### src/rtl/ema_sample_feeder.sv
// Flow-controlled issue sequencer: buffers upstream samples in a FIFO, issues them
// one at a time to the EMA core and holds each result behind a ready/valid register.
module ema_sample_feeder #(
  parameter int unsigned DEPTH   = 8,
  parameter int unsigned TIMEOUT = 16
) (
  input  logic        clk,
  input  logic        rst,
  input  logic [15:0] s_data_i,
  input  logic        s_valid_i,
  output logic        s_ready_o,
  input  logic [14:0] alpha_i,
  output logic [15:0] ema_x_o,
  output logic [14:0] ema_alpha_o,
  output logic        ema_valid_o,
  input  logic        ema_bussy_i,
  input  logic        ema_valid_i,
  input  logic [15:0] ema_y_i,
  output logic [15:0] r_data_o,
  output logic        r_valid_o,
  input  logic        r_ready_i,
  output logic        error_o
);

  localparam int unsigned AW = $clog2(DEPTH);
  localparam int unsigned TW = $clog2(TIMEOUT);
  localparam logic [AW:0]   FULL  = (AW+1)'(DEPTH);
  localparam logic [TW-1:0] TLAST = TW'(TIMEOUT - 1);

  typedef enum logic [1:0] {IDLE, ISSUE, WAIT} state_t;

  state_t        state;
  logic [15:0]   mem [DEPTH];
  logic [AW-1:0] wptr;
  logic [AW-1:0] rptr;
  logic [AW:0]   count;
  logic [TW-1:0] tcnt;
  logic          push;
  logic          pop;

  assign s_ready_o = (count < FULL);
  assign push      = s_valid_i && s_ready_o;
  // Issue gate: a new result may only be produced once the held one is leaving.
  assign pop       = (state == IDLE) && (count != '0) && !ema_bussy_i &&
                     (!r_valid_o || r_ready_i);

  always_ff @(posedge clk) begin
    if (push) mem[wptr] <= s_data_i;
  end

  always_ff @(posedge clk or posedge rst) begin
    if (rst) begin
      wptr  <= '0;
      rptr  <= '0;
      count <= '0;
    end else begin
      if (push) wptr <= wptr + AW'(1);
      if (pop)  rptr <= rptr + AW'(1);
      case ({push, pop})
        2'b10:   count <= count + (AW+1)'(1);
        2'b01:   count <= count - (AW+1)'(1);
        default: count <= count;
      endcase
    end
  end

  always_ff @(posedge clk or posedge rst) begin
    if (rst) begin
      state       <= IDLE;
      tcnt        <= '0;
      ema_x_o     <= '0;
      ema_alpha_o <= '0;
      ema_valid_o <= 1'b0;
      r_data_o    <= '0;
      r_valid_o   <= 1'b0;
      error_o     <= 1'b0;
    end else begin
      ema_valid_o <= 1'b0;
      // Capture in WAIT below overrides this clear when both happen together.
      if (r_valid_o && r_ready_i) r_valid_o <= 1'b0;
      case (state)
        IDLE: begin
          if (pop) begin
            ema_x_o     <= mem[rptr];
            ema_alpha_o <= alpha_i;
            ema_valid_o <= 1'b1;
            tcnt        <= '0;
            state       <= ISSUE;
          end
        end
        ISSUE: state <= WAIT;
        WAIT: begin
          if (ema_valid_i) begin
            r_data_o  <= ema_y_i;
            r_valid_o <= 1'b1;
            state     <= IDLE;
          end else if (tcnt == TLAST) begin
            error_o <= 1'b1;
            state   <= IDLE;
          end else begin
            tcnt <= tcnt + TW'(1);
          end
        end
        default: state <= IDLE;
      endcase
    end
  end

endmodule

### config.mk
export PLATFORM = sky130hd
export DESIGN_NAME = ema_sample_feeder
export DESIGN_NICKNAME = d
export VERILOG_FILES = /design/src/rtl/ema_sample_feeder.sv
export SDC_FILE = /design/constraint.sdc
export NUM_CORES = 1
export LEC_CHECK = 0
export BUFFER_PORTS_ARGS = -buffer_cell sky130_fd_sc_hd__buf_2
export CAP_MARGIN = 25
export CORE_MARGIN = 2
export CORE_UTILIZATION = 37
export CTS_CLUSTER_DIAMETER = 80
export CTS_CLUSTER_SIZE = 16
export DETAILED_ROUTE_END_ITERATION = 8
export PLACE_DENSITY = 0.67
export SETUP_SLACK_MARGIN = 0.4
export SLEW_MARGIN = 20
export SYNTH_ARGS = -nofsm -noshare
export SYNTH_HDL_FRONTEND = slang
export SYNTH_SLANG_ARGS = --single-unit
export TNS_END_PERCENT = 20
### constraint.sdc
create_clock -name clk -period 7.9 [get_ports clk]
set_input_delay 0.79 -clock clk [delete_from_list [all_inputs] [get_ports clk]]
set_output_delay 0.79 -clock clk [all_outputs]
set_load 0.01 [all_outputs]
### After elaboration in Yosys (flattened, before gate mapping)

Memories as Yosys holds them, arrays and structs flattened. A register that Yosys moved wholly into a read port is not among the register bits.
Index checks and enable logic that the tools add are counted.

| storage, ports and cells | value |
|---|---|
| input bits | 53 |
| memories kept | 1 |
| logic and storage cells | 60 |
| bits in registers | 50 |
| bits in writable memories | 128 |

| operators by class | value |
|---|---|
| order comparisons | 1 |
| reduce and logical (&&, ||, !) cells | 17 |
| multiplexer cells | 16 |
| bitwise gates (word level) | 1 |
| eq/ne operators | 9 |
| $add $sub $neg | 5 |

Memories:

| memory | words | bits a word | read ports | clocked after memory_dff | write ports | RTL line | source |
|---|---|---|---|---|---|---|---|
| mem | 8 | 16 | 1 | 1 | 1 | 33 | `logic [15:0] mem [DEPTH];` |

Operators by type and width:

| operator | count |
|---|---|
| $pmux W4 S2 | 2 |
| $mux W4 | 3 |
| $add A4 B1 Y4 const B | 2 |
| $mux W1 | 7 |
| $add A3 B1 Y3 const B | 2 |
| $mux W2 | 3 |
| $ne A2 B2 Y1 const B | 3 |
| $pmux W2 S3 | 1 |
| $reduce_and A2 Y1 | 3 |
| $logic_and A1 B1 Y1 | 5 |
| $eq A2 B1 Y1 const B | 2 |
| $eq A2 B2 Y1 const B | 2 |
| $eq A4 B4 Y1 const B | 1 |
| $lt A4 B4 Y1 const B | 1 |
| $reduce_and A4 Y1 | 1 |
| $reduce_bool A2 Y1 | 2 |
| $reduce_bool A4 Y1 | 1 |
| $sub A4 B1 Y4 const B | 1 |
| $ne A3 B3 Y1 const B | 1 |
| $reduce_and A3 Y1 | 1 |
| $logic_not A1 Y1 | 2 |
| $logic_not A2 Y1 | 1 |
| $logic_or A1 B1 Y1 | 1 |
| $not A1 Y1 | 1 |

### Depth between registers and ports, before layout

| depth | value |
|---|---|
| depth in word-level cells | 6 |
| mapped depth | 11 |

### Least setup slack after synthesis

Ideal clock, no wire load.

| timing path | value |
|---|---|
| path type | in2reg |
| from | input s_valid_i |
| to | memory mem[0][0] (enable) |
| cell stages on the path | 3 |
| data arrival time | 2.408 ns |
| setup slack | 5.083 ns |
| data required time | 7.491 ns |
| buffers on the path | 0 |
| path through | nor2b_1 nand2b_1 nor3_1 |

| on the way | value |
|---|---|
| cells in the longest elaborated chain, start to end | 3 |

RTL lines:

| item | RTL line | source |
|---|---|---|
| start, declared | 10 | `input logic s_valid_i,` |
| $logic_and A1 B1 Y1 | 42 | `assign push = s_valid_i && s_ready_o;` |
| $mux W1 | 48 | `if (push) mem[wptr] <= s_data_i;` |
| $mux W1 (implied by the code) | 48 |  |
| end, declared | 33 |  |

No other way between the ends.

### Worst setup path in the final report

| timing path | value |
|---|---|
| from | register count[1] |
| to | register tcnt[2] |

| on the way | value |
|---|---|
| cells in the longest elaborated chain, start to end | 6 |

RTL lines:

| item | RTL line | source |
|---|---|---|
| start, declared | 36 | `logic [AW:0] count;` |
| start signal, assigned | 60 | `2'b10: count <= count + (AW+1)'(1);` |
| start signal, assigned | 61 | `2'b01: count <= count - (AW+1)'(1);` |
| start signal, assigned | 62 | `default: count <= count;` |
| $reduce_bool A4 Y1 | 44 | `assign pop = (state == IDLE) && (count != '0) && !ema_bussy_i &&` |
| $logic_and A1 B1 Y1 (3 in series) | 44 |  |
| $ne A2 B2 Y1 (no line) | - |  |
| $reduce_and A4 Y1 (no line) | - |  |
| end signal, assigned | 101 | `tcnt <= tcnt + TW'(1);` |
| end, declared | 37 | `logic [TW-1:0] tcnt;` |

No other way between the ends.
A chain may end at the register's enable or synchronous reset.

==> results.tsv <==
stage	metric	value	unit
layout	synth-to-layout area growth	20.2	%
die	Die Wd	146	microns
synth	top cells by area, synth	edfxtp_1, dfrtp_1, mux4_2	
critical_path	Crit Path Class	reg2reg	
placed_design	# port buffers	103	
placed_design	dpl hpwl	9040	microns
routing	routed wire length	14000	microns
placed_design	placed cell count	790	
sta	clock skew	0.00913	ns
synth	Ys Warns	0	
layout	antenna diode count	0	
critical_path	worst-path cell chain	or4_4 > nand4_2 > buf_4 > inv_2 > or4_1 > nand2_1	
sta	sum of negative setup slack	0	ns
sta	setup violators final	0	
layout	share of layout cells above drive strength 1	36.6	%
clock_tree	Num CTS Buffers	17	
routing	DRC Markers	0	
grt	largest net degree at the start of global routing	67	
layout	Final #Nets	603	
routing	First-pass DRT Iterations	4	
sta	final hold viol count	0	
layout	leading cell type in the layout, fill and taps excluded	edfxtp_1	
die	# IOs	104	
power_and_ir_drop	Static Leak	0.00352	uW
synth	Synth Register Bits	194	
sta	Slew @ Worst Pin	0.915	ns
routing	DRT antenna net count	0	
sta	RSZ-0062 raised after global routing	no	
layout	Final Cell Area	0.00894	sq mm
critical_path	Setup crit end kind	flip-flop	
synth	synth unique cells	30	
grt	initial antenna violation count	0	
synth	sequential element share of the synthesized area	73.9	%
routing	routed via count	3958	
critical_path	Crit path buffers/inverters	2	
critical_path	startpoint types	flip-flop	
critical_path	Crit-path slowest cell	or4_4	
sta	Max Slew Vio Count	0	
clock_tree	Worst-path clk slew	0.07	ns
routing	detailed router's first-iteration violation count	229	
clock_tree	Max H-tree Level	4	
clock_tree	Hold-fix buffers, CTS	0	
grt	number of global-route vias before repair	4213	
clock_tree	postcts setup bufs	0	
sta	final setup margin	5.31	ns
routing	routed len/inst	17.1	microns
die	Core Region	0.0196	sq mm
synth	Synth top area share	51.7	%
critical_path	kind of cell adding the most delay to the critical path	simple AND/OR/NAND/NOR gates	
synth	Syn Inst Count	431	
layout	Fillers	1699	
placed_design	pre-CTS setup slack	5.13	ns
die	Die Y	146	microns
synth	Syn Area/Cell	17.3	sq um
clock_tree	CTS Root Buffer Type	clkbuf_16	
sta	period utilization	32.7	%
grt	first-pass GRT wire length	23000	microns
die	full die area	0.0213	sq mm
synth	Synth Net Count	490	
critical_path	Arr. time, crit path	2.95	ns
sta	Max Clk Rate	0.387	GHz
power_and_ir_drop	Power Density	367	mW/mm^2
synth	Synth Cell Area	0.00744	sq mm
synth	area leader, netlist	edfxtp_1	
placed_design	Placer Congestion	0.764	
grt	grt total ovfl	0	
power_and_ir_drop	VDD IR max	155	uV
sta	Slew headroom	38.9	%
layout	Multi-input gate area	0.00186	sq mm
critical_path	critical path required time	8.27	ns
power_and_ir_drop	Tot Pwr	3280	uW
sta	minimum clock period	2.59	ns
critical_path	CP max stage delay	0.56	ns
critical_path	crit-path max FO	52	
placed_design	placed inst area	0.00831	sq mm
die	Cell Rows	51	
grt	Overall Global Routing Usage	14.2	%
clock_tree	# clock sinks	194	
outcome	status	finished clean	
layout	Reg area	0.00550	sq mm
clock_tree	clk buf depth	2	
clock_tree	Skew-Pair Late Insertion Delay	0.43	ns
clock_tree	post-cts resize count	0	
routing	vias per cell	4.82	
die	Starting Density	38.0	%
worst_hold_path	worst min path class	reg2reg	
layout	final std cells w/o fill	822	
clock_tree	TritonCTS clock tree	done	
layout	most frequent cells in the layout	edfxtp_1, buf_2, nand2_1	
run	max-cap check violation count	0	
==> power by group <==
group / leakage (uW) / switching [uW] / internal (uW)
clock: 0.000301 / 373 / 533
sequential: 0.00197 / 160 / 1310
combinational: 0.00125 / 465 / 442
total: 0.00352 / 999 / 2280
==> path summary, 6_finish.rpt <==
| path | start | endpoint | slack, ns | cells after the start |
|---|---|---|---|---|
| setup / recovery | count[1] | tcnt[2] | 5.31 | 6 |
| hold / removal | ema_alpha_o[6] | ema_alpha_o[6] | 0.47 | 2 |
| setup reg to reg | count[1] | tcnt[2] | 5.31 | 6 |
| hold reg to reg | ema_alpha_o[6] | ema_alpha_o[6] | 0.47 | 2 |
| max in group asynchronous | rst | rptr[1] | 6.70 | 3 |
| min in group asynchronous | rst | r_data_o[11] | 0.62 | 3 |
==> layout make-up <==
| cell class | instances | area share [%] |
|---|---|---|
| clock inverters | 15 | 2.30 |
| repair buffers | 112 | 6.61 |
| well taps | 265 | 3.71 |
| multi-input cells | 212 | 20.8 |
| clock buffers | 17 | 4.76 |
| inverters | 7 | 0.294 |
| flip-flops and latches | 194 | 61.5 |
==> flip-flops by register name, indices dropped and copies added, names as in the netlist <==
signal	flops
count	4
ema_alpha_o	15
ema_valid_o	1
ema_x_o	16
error_o	1
mem	128
r_data_o	16
r_valid_o	1
rptr	3
state	2
tcnt	4
wptr	3
==> per-stage QoR <==
step	hold slack [ns]	util, %
6_report	0.471	45.6
5_1_grt	0.500	45.6
4_1_cts	0.478	45.6
3_5_place_dp	0.462	42.4
3_3_place_gp	0.458	42.3
2_1_floorplan	0.462	-
==> per-layer routing <==
metal | GRT usage (%) | up-vias | share of wire [%]
met2 | 23.0 | 142 | 48
li1 | - | 1838 | -
met4 | 4.17 | 0 | 1.0
met3 | 4.86 | 14 | 6.3
met5 | 0 | - | 0
met1 | 18.1 | 1964 | 44
==> cell families after synthesis <==
group	synth area share [%]
fa+ha+maj	1.01
compound gates	2.37
mux	14.6
flops	73.9
buf+inv	1.38
xor+xnor	1.06
simple gates	5.72
==> Yosys cell counts <==
cell type,number
nand2b_1,4
buf_1,2
a211o_1,1
a41o_1,1
edfxtp_1,128
nand2_1,75
o21ai_0,21
clkbuf_1,9
inv_1,6
o211ai_1,1
a21oi_1,3
xnor2_1,5
or4_4,1
ha_1,6
nand4_2,1
inv_2,1
a32oi_1,1
o31ai_1,2
a31oi_1,1
nor2_1,8
nor2b_1,4
mux4_2,32
buf_2,7
or4_1,2
nor3_1,3
mux2i_1,16
dfrtp_1,66
mux2_2,18
xor2_1,4
nand3_1,2
==> worst min-delay path, stage by stage (launching register included) <==
cell	delay, ns
dfrtp_1	0.34
nand2_1	0.05
nand2_1	0.05
No activity file was read; power rests on OpenSTA's default activity.
